File: config.mk
export PLATFORM = sky130hd
export DESIGN_NAME = pixel_normalizer
export DESIGN_NICKNAME = d
export VERILOG_FILES = /design/src/rtl/pixel_normalizer.sv
export SDC_FILE = /design/constraint.sdc
export NUM_CORES = 1
export LEC_CHECK = 0
export ABC_AREA = 1
export CAP_MARGIN = 20
export CORE_MARGIN = 1.5
export CORE_UTILIZATION = 50
export DETAILED_ROUTE_END_ITERATION = 10
export PLACE_DENSITY_LB_ADDON = 0.25
export SYNTH_ARGS = -nofsm -noshare
export SYNTH_HDL_FRONTEND = slang
export SYNTH_SLANG_ARGS = --single-unit
File: constraint.sdc
create_clock -name i_clk -period 7.2 [get_ports i_clk]
set_clock_uncertainty 0.05 [all_clocks]
set_input_delay 1.08 -clock i_clk [delete_from_list [all_inputs] [get_ports i_clk]]
set_output_delay 1.08 -clock i_clk [all_outputs]
set_load 0.01 [all_outputs]
File: src/rtl/pixel_normalizer.sv
// Per-frame min/max calibration with a serial restoring divider that produces the
// gain; pixels are offset-subtracted, scaled and saturated to 8 bits in a 2-stage pipeline.
module pixel_normalizer #(
  parameter  int MAX_ADDR = 767,
  localparam int ADDRW    = $clog2(MAX_ADDR + 1)
) (
  input  logic             i_clk,
  input  logic             i_rst,
  input  logic             i_clear,
  input  logic             i_valid,
  input  logic [ADDRW-1:0] i_addr,
  input  logic [15:0]      i_data,
  output logic             o_wr_valid,
  output logic [ADDRW-1:0] o_wr_addr,
  output logic [7:0]       o_wr_data,
  output logic             o_busy,
  output logic             o_cal_valid
);

  localparam logic [15:0] DIVIDEND = 16'hFF00;

  typedef enum logic [1:0] {IDLE, DIV, LOAD} state_t;

  state_t      state, state_nxt;
  logic        frame_end;
  logic        load_en;
  logic [15:0] run_min, run_max;
  logic [15:0] stat_min, stat_max;
  logic [15:0] div_min, div_den;
  logic [15:0] dvd, rem, quo;
  logic [16:0] trial;
  logic [3:0]  iter;
  logic [15:0] act_min, act_scale;

  logic             s1_valid;
  logic [ADDRW-1:0] s1_addr;
  logic [15:0]      s1_diff;
  logic [15:0]      s1_scale;
  logic [7:0]       s1_pass;
  logic             s1_cal;
  logic [31:0]      prod;

  assign frame_end = i_valid && (i_addr >= ADDRW'(MAX_ADDR));

  // Statistics including the current pixel, so frame end captures its own sample.
  always_comb begin
    stat_min = run_min;
    stat_max = run_max;
    if (i_valid) begin
      if (i_addr == '0) begin
        stat_min = i_data;
        stat_max = i_data;
      end else begin
        if (i_data < run_min) stat_min = i_data;
        if (i_data > run_max) stat_max = i_data;
      end
    end
  end

  always_ff @(posedge i_clk or posedge i_rst) begin
    if (i_rst) begin
      run_min <= '1;
      run_max <= '0;
    end else begin
      run_min <= stat_min;
      run_max <= stat_max;
    end
  end

  // Divider FSM: state register
  always_ff @(posedge i_clk or posedge i_rst) begin
    if (i_rst) state <= IDLE;
    else       state <= state_nxt;
  end

  // Divider FSM: next state; a frame end always (re)starts DIV, even with i_clear
  always_comb begin
    state_nxt = state;
    if (frame_end) begin
      state_nxt = DIV;
    end else if (i_clear) begin
      state_nxt = IDLE;
    end else begin
      case (state)
        IDLE:    state_nxt = IDLE;
        DIV:     if (iter == 4'd15) state_nxt = LOAD;
        LOAD:    state_nxt = IDLE;
        default: state_nxt = IDLE;
      endcase
    end
  end

  // Divider FSM: outputs; a restart or clear in LOAD discards the stale quotient
  always_comb begin
    o_busy  = 1'b0;
    load_en = 1'b0;
    case (state)
      DIV:  o_busy = 1'b1;
      LOAD: begin
        o_busy  = 1'b1;
        load_en = !frame_end && !i_clear;
      end
      default: o_busy = 1'b0;
    endcase
  end

  assign trial = {rem, dvd[15]};

  always_ff @(posedge i_clk or posedge i_rst) begin
    if (i_rst) begin
      div_min <= '0;
      div_den <= '0;
      dvd     <= '0;
      rem     <= '0;
      quo     <= '0;
      iter    <= '0;
    end else if (frame_end) begin
      div_min <= stat_min;
      div_den <= stat_max - stat_min;
      dvd     <= DIVIDEND;
      rem     <= '0;
      quo     <= '0;
      iter    <= '0;
    end else if (state == DIV) begin
      iter <= iter + 4'd1;
      dvd  <= {dvd[14:0], 1'b0};
      if (trial >= {1'b0, div_den}) begin
        rem <= 16'(trial - {1'b0, div_den});
        quo <= {quo[14:0], 1'b1};
      end else begin
        rem <= trial[15:0];
        quo <= {quo[14:0], 1'b0};
      end
    end
  end

  always_ff @(posedge i_clk or posedge i_rst) begin
    if (i_rst) begin
      act_min     <= '0;
      act_scale   <= '0;
      o_cal_valid <= 1'b0;
    end else begin
      if (load_en) begin
        act_min   <= div_min;
        act_scale <= (div_den == '0) ? '0 : quo;
      end
      if (i_clear)      o_cal_valid <= 1'b0;
      else if (load_en) o_cal_valid <= 1'b1;
    end
  end

  // Stage 1 snapshots the calibration so both stages of a pixel use the same one.
  always_ff @(posedge i_clk or posedge i_rst) begin
    if (i_rst) begin
      s1_valid <= 1'b0;
      s1_addr  <= '0;
      s1_diff  <= '0;
      s1_scale <= '0;
      s1_pass  <= '0;
      s1_cal   <= 1'b0;
    end else begin
      s1_valid <= i_valid;
      s1_addr  <= i_addr;
      s1_diff  <= (i_data > act_min) ? i_data - act_min : '0;
      s1_scale <= act_scale;
      s1_pass  <= i_data[15:8];
      s1_cal   <= o_cal_valid;
    end
  end

  assign prod = 32'(s1_diff) * 32'(s1_scale);

  always_ff @(posedge i_clk or posedge i_rst) begin
    if (i_rst) begin
      o_wr_valid <= 1'b0;
      o_wr_addr  <= '0;
      o_wr_data  <= '0;
    end else begin
      o_wr_valid <= s1_valid;
      o_wr_addr  <= s1_addr;
      if (!s1_cal)           o_wr_data <= s1_pass;
      else if (|prod[31:16]) o_wr_data <= 8'hFF;
      else                   o_wr_data <= prod[15:8];
    end
  end

endmodule

== Word-level counts from Yosys, hierarchy flattened ==
Cells that the tools add are included.
Storage, ports and cells
  input port bits: 30
  flip-flop bits (word level): 222
  output and inout port bits: 21
Operators by class
  multiply operators: 1
  $lt $le $gt $ge: 5
  $add $sub $neg: 4
  equality and inequality tests: 4
  multiplexer cells: 28
  reduce and logical (&&, ||, !) cells: 10
Operators by type and width (count)
  two-way mux 16 bit: 15
  subtractor 16 bit: 3
  greater-than comparator 16 bit: 2
  multiplier 16 x 16 -> 32 bit: 1
  >= comparator 17 x 16 -> 1 bit: 1
  logical NOT 16 bit: 1
  less-than comparator 16 bit: 1
  two-way mux 8 bit: 2
  OR reduction 16 bit: 1
  >= comparator 10 bit, second input constant: 1
  logical NOT 10 bit: 1
  two-way mux 2 bit: 4
  two-way mux 4 bit: 2
  two-way mux 1 bit: 5
  adder 4 x 1 -> 4 bit, second input constant: 1
  == test 4 bit, second input constant: 1
  inequality test 4 bit, second input constant: 1
  nonzero test 2 bit: 2
  == test 2 x 1 -> 1 bit, second input constant: 1
  == test 2 bit, second input constant: 1
  logical AND 1 bit: 2
  logical NOT 1 bit: 2
  OR reduction 2 bit: 1

== Depth between registers and ports, before layout ==
  depth after elaboration: 7
  gate-level depth with buffers: 31
  depth with buffers taken out: 29

== Worst setup path before layout ==
No wires, ideal clock.
  kind: reg-to-reg
  from: reg s1_diff[12]
  to: reg o_wr_data[0]
  stages on the path, launching flop included: 26
  path slack: 1.397 ns
  arrival: 5.640 ns
  required time: 7.037 ns
  clock period less this slack: 5.803 ns
  cells stage by stage: dfrtp_1 -> clkbuf_1 -> clkbuf_1 -> nand2_1 -> fa_1 -> inv_1 -> fa_1 -> inv_1 -> fa_1 -> fa_1 -> fa_1 -> inv_1 -> fa_1 -> ha_1 -> a21oi_1 -> inv_1 -> a21oi_1 -> o21ai_0 -> a21oi_1 -> nand3_1 -> nand2_1 -> nand3_1 -> nor2_4 -> nand3_1 -> nand2_1 -> inv_1
On the way
  cells in the longest elaborated chain, start to end: 4
Ends and longest elaborated chain
  from (decl): RTL line 37  | logic [15:0] s1_diff;
  from (signal assigned): RTL line 164  | s1_diff <= (i_data > act_min) ? i_data - act_min : '0;
  multiplier 16 x 16 -> 32 bit: RTL line 171  | assign prod = 32'(s1_diff) * 32'(s1_scale);
  OR reduction 16 bit: RTL line 182  | else if (|prod[31:16]) o_wr_data <= 8'hFF;
  two-way mux 8 bit: RTL line 182
  two-way mux 8 bit: RTL line 181  | if (!s1_cal) o_wr_data <= s1_pass;
  to (signal assigned): RTL line 181
  to (signal assigned): RTL line 183  | else o_wr_data <= prod[15:8];
  to (decl): RTL line 15  | output logic [7:0] o_wr_data,
No other way between the ends.
A chain may end at the register's enable or synchronous reset.

== Final worst setup path ==
  from: reg s1_diff[9]
  to: reg o_wr_data[2]
On the way
  cells in the longest elaborated chain, start to end: 4
Ends and longest elaborated chain (RTL line)
  multiplier 16 x 16 -> 32 bit (*): 171
  OR reduction 16 bit: 182
  two-way mux 8 bit (*): 182
  two-way mux 8 bit (*): 181
Mark *: on every way between the ends. The rest lies on a longest branch, timed or not.

==> results.md <==
Outcome:
- The flow ran to the end, and the final reports show no timing, DRC or antenna violations.

Timing:
- For the pin with the worst max-slew slack, the measured transition is around 1.0 ns.
- The worst hold slack across all endpoints is between 0.2 and 0.3 ns.
- The count of final max-slew check failures came to 0.
- Adding up every negative setup slack in the final design gives 0 ns.
- The maximum clock frequency is around 0.15 GHz.
- The final critical path takes up around nine tenths of the cycle.
- Measured against its own limit, the worst slew margin works out to around a third.
- Setup violations remaining at the end of the flow were counted as 0.
- Counting I/O delays and the setup requirement, the final critical path takes approximately 6.5 ns.
- The count of endpoints failing hold in the final timing report is 0.
- Setup slack on the critical path of the routed design comes to between 0.7 and 0.8 ns.
- Setup repair after global routing left no endpoint under its margin.

Power and ir drop:
- In this run the static leakage power is 11.6 nW.
- The power density normalized to cell area is between 200 and 250 mW/mm2.
- After layout, the design draws a total of a little over 0.005 W.
- IR analysis of the VDD net gives a maximum drop of approximately 0.28 mV.

Worst setup path:
- The top fanout value on the critical path is 16.
- The depth of the worst register-to-register path is 24.
- The launch point of the worst reg-to-reg path is s1_diff[9].
- The kind of cell adding the most delay to the critical path is adder cells.
- The element type at the critical path start is a flip-flop.
- The largest stage delay on the critical path is just over 0.8 ns.
- The startpoint-to-endpoint class of the critical path is flip-flop to flip-flop.
- The worst register-to-register path ends at o_wr_data[2].
- The signal on the critical path passes through nand2_1 -> fa_1 -> fa_1 -> fa_1 -> fa_1 -> inv_1 -> fa_1 -> inv_1 -> fa_1 -> inv_1 -> ha_1 -> nand2_1 -> nor2_1 -> inv_1 -> o21bai_1 -> nand2_1 -> nand4_1 -> nand2_1 -> nor2_1 -> nand2_1 -> nor2_4 -> nand3_1 -> nand2_1 -> inv_1.
- For the worst setup path, the data arrival time is a little under 7 ns.
- The kind of end point of the critical path is a flip-flop.
- For the worst setup path, the data required time is between 7 and 8 ns.
- The slowest stage of the critical path belongs to the cell dfrtp_1.
- Setup slack on the worst reg-to-reg path comes out at between 0.7 and 0.8 ns.
- Together, buffers and inverters on the worst path number 5.

Floorplan:
- The initial utilization of the core area, before any placement, comes to 51.0%.
- The floorplan has 72 rows.
- The area enclosed by the die boundary is slightly above 0.04 mm2.
- The floorplan step defined a core boundary enclosing 0.0388 mm2.
- The vertical extent of the die is a little over 200 um.
- The count of pins on the block boundary is roughly 50.
- Measured along the x axis, the die boundary spans just over 200 um.

Worst hold path:
- The worst-case hold path end point is o_wr_addr[2].
- The tightest min-delay check is of the flip-flop to flip-flop type.
- The worst hold path cell count is 0.
- In this run the most critical hold path is launched from s1_addr[2].

GRT:
- The fraction of met2 tracks used by global routing is about 43%.
- The aggregate global-route resource usage is 24.1%.
- The number of antenna violations at the first check in global routing came to 0.
- The number of global-route vias before repair is around 16,000.
- In this run the most used layer during global routing was met2.
- Global routing finished with a remaining overflow of 0.
- The first-pass GRT wire length is around 80,000 um.
- The global routing usage on met1 is between 30% and 40%.
- The pin count of the biggest net entering global routing is around 140.
- Global routing used 1.47% of the available met3 tracks.

Drt:
- The post-detailed-routing wire length is around 47,000 um.
- After detailed routing, the number of remaining DRC violations is 0.
- For this block, the initial DRC count from the detailed router was around 1,100.
- The pre-antenna-repair detailed-routing pass consisted of 5 iterations.
- The per-cell routed wire length is ~16 um.
- The count of nets left with antenna violations after detail routing is 0.
- The number of vias per cell is 5.16.
- The final route contains 15,654 vias.

Yosys:
- A synthesized cell averages around 8 um2.
- The synthesized design contains 0 enable-type register cells.
- The synthesized design contains roughly 210 register bits.
- After synthesis the cells add up to slightly below 0.02 mm2.
- By count the netlist is led by nand2_1, inv_1, dfrtp_1, fa_1, ha_1.
- By area the synthesized netlist is led by dfrtp_1, fa_1, nand2_1.
- Yosys printed 0 warnings.
- Of all cell types, the one taking the most synthesized area is dfrtp_1.
- The fraction of synthesis flops using an asynchronous set or reset pin is 100%.
- Synthesis instantiated 45 different standard cells from the library.
- In the post-synthesis netlist, the cell with the most instances is nand2_1.
- The prevailing post-synth register cell is dfrtp_1.
- The fraction of synthesized cell area taken by the top area cell type is 25.0%.
- The synthesized instance count is roughly 2,500.
- After synthesis, flip-flops and latches occupy between 20% and 30% of the total area.
- The synthesized net count is 2,918.

Clocking:
- The clock sink count is about 210.
- The total CTS buffers is 21.
- The number of hold buffers added after CTS was 0.
- Clock latency on the worst-skew pair, taken at its later pin, is approximately 0.5 ns.
- The total setup buffers inserted after CTS is 0.
- The maximum root-to-sink buffer count is 3.
- The CTS root buffer is clkbuf_16.
- The CTS tree is yes.
- The quantity of gates resized following cts is 0.
- After clock tree synthesis, the clock-pin slew on the worst setup and hold paths is roughly 0.070 ns.
- The maximum level of the CTS H-tree is 1.

Place:
- Routability-driven placement finished with a final weighted congestion of 0.890.
- Detailed placement finished with a half-perimeter wire length of between 30,000 and 40,000 um.
- Timing analysis after detailed placement gives a worst setup slack of 0.732 ns.
- Input and output buffers added on the ports amount to 50.

Run:
- Max-cap violations in this run came to 0.

Cells and area:
- Cells fill a little under three fifths of the core in the end.
- Counting the fill cells in the layout gives ~3,700.
- The ratio of cells with drive above 1 in the final layout is 3.78%.
- The final layout contains 2,907 nets.
- The repair_antennas step left the layout with diodes totalling 0.
- The area growth from synthesis to final layout is 8.14%.
## per-layer routing
metal,wire length (um),vias to the layer above
li1,-,7606
met1,20400,7619
met2,24000,335
met3,1750,94
met4,1300,0
met5,0,-
## worst reg2reg max path, stage by stage (launching register included)
cell and delay, ns:
dfrtp_1 0.82, nand2_1 0.21, fa_1 0.57, fa_1 0.59, fa_1 0.45, fa_1 0.54, inv_1 0.05, fa_1 0.47
inv_1 0.05, fa_1 0.50, inv_1 0.06, ha_1 0.38, nand2_1 0.10, nor2_1 0.18, inv_1 0.10, o21bai_1 0.31
nand2_1 0.13, nand4_1 0.09, nand2_1 0.06, nor2_1 0.10, nand2_1 0.10, nor2_4 0.24, nand3_1 0.12, nand2_1 0.07
inv_1 0.03
## metrics by stage
| step | instances | area [um2] |
|---|---|---|
| after floorplan | 2510 | 19800 |
| after global placement | 2994 | 20700 |
| after detailed placement | 2994 | 20700 |
| after CTS | 3032 | 21400 |
| after global routing | 3032 | 21400 |
| final | 3032 | 21400 |
## layout by cell type (no fill, tap or decap), types with 16 or more instances in the layout
cell type        count
a21oi_1            110
clkbuf_16           21
clkdlybuf4s50_1     50
dfrtp_1            198
dfstp_2             16
fa_1               196
ha_1               182
inv_1              548
nand2_1            658
nand3_1             63
nand4_1             20
nor2_1             116
o21ai_0            136
o22ai_1             19
xor2_1              23
## state kept, by name (all words and copies together) (netlist names), 16 cells and up
name,cells
rem,16
s1_scale,16
act_min,16
act_scale,16
s1_diff,16
div_min,16
run_max,16
quo,16
div_den,16
run_min,16
## cells by family (layout without fill, tap and decap cells)
kind of cell,count (synthesis),in the layout,synth area share (%)
AOI/OAI and AO/OA,316,316,8.69
xor gates and xnor gates,37,37,1.64
adders and majority gates,378,378,31.3
buffers and inverters,646,650,12.3
DFF,214,214,27.1
and+or+nand+nor,919,919,18.9
## worst max path at each step
stage | start | to | slack (ns) | cells after the start
floorplan | i_rst | act_min[0] | 0.25 | 1
global placement | s1_diff[9] | o_wr_data[4] | 0.82 | 25
detailed placement | s1_diff[9] | o_wr_data[2] | 0.73 | 25
CTS | s1_diff[9] | o_wr_data[2] | 0.75 | 25
global route | s1_diff[10] | o_wr_data[0] | 0.29 | 25
finish | s1_diff[9] | o_wr_data[2] | 0.75 | 24
## layout make-up
type,count,area [um2],area share (%)
inverters,555,2090,9.76
well taps,518,648,3.03
clock buffers,26,574,2.68
multi-input cells,1650,12000,56.0
flip-flops and latches,214,5380,25.1
clock inverters,12,175,0.818
repair buffers,57,553,2.58
## report_power, final
group | internal [W] | total, W | switching, W
Sequential | 0.00148 | 0.00167 | 0.000188
Combinational | 0.000834 | 0.00228 | 0.00145
Clock | 0.000715 | 0.00118 | 0.000466
Note: power is estimated with default switching activity, not from simulation.
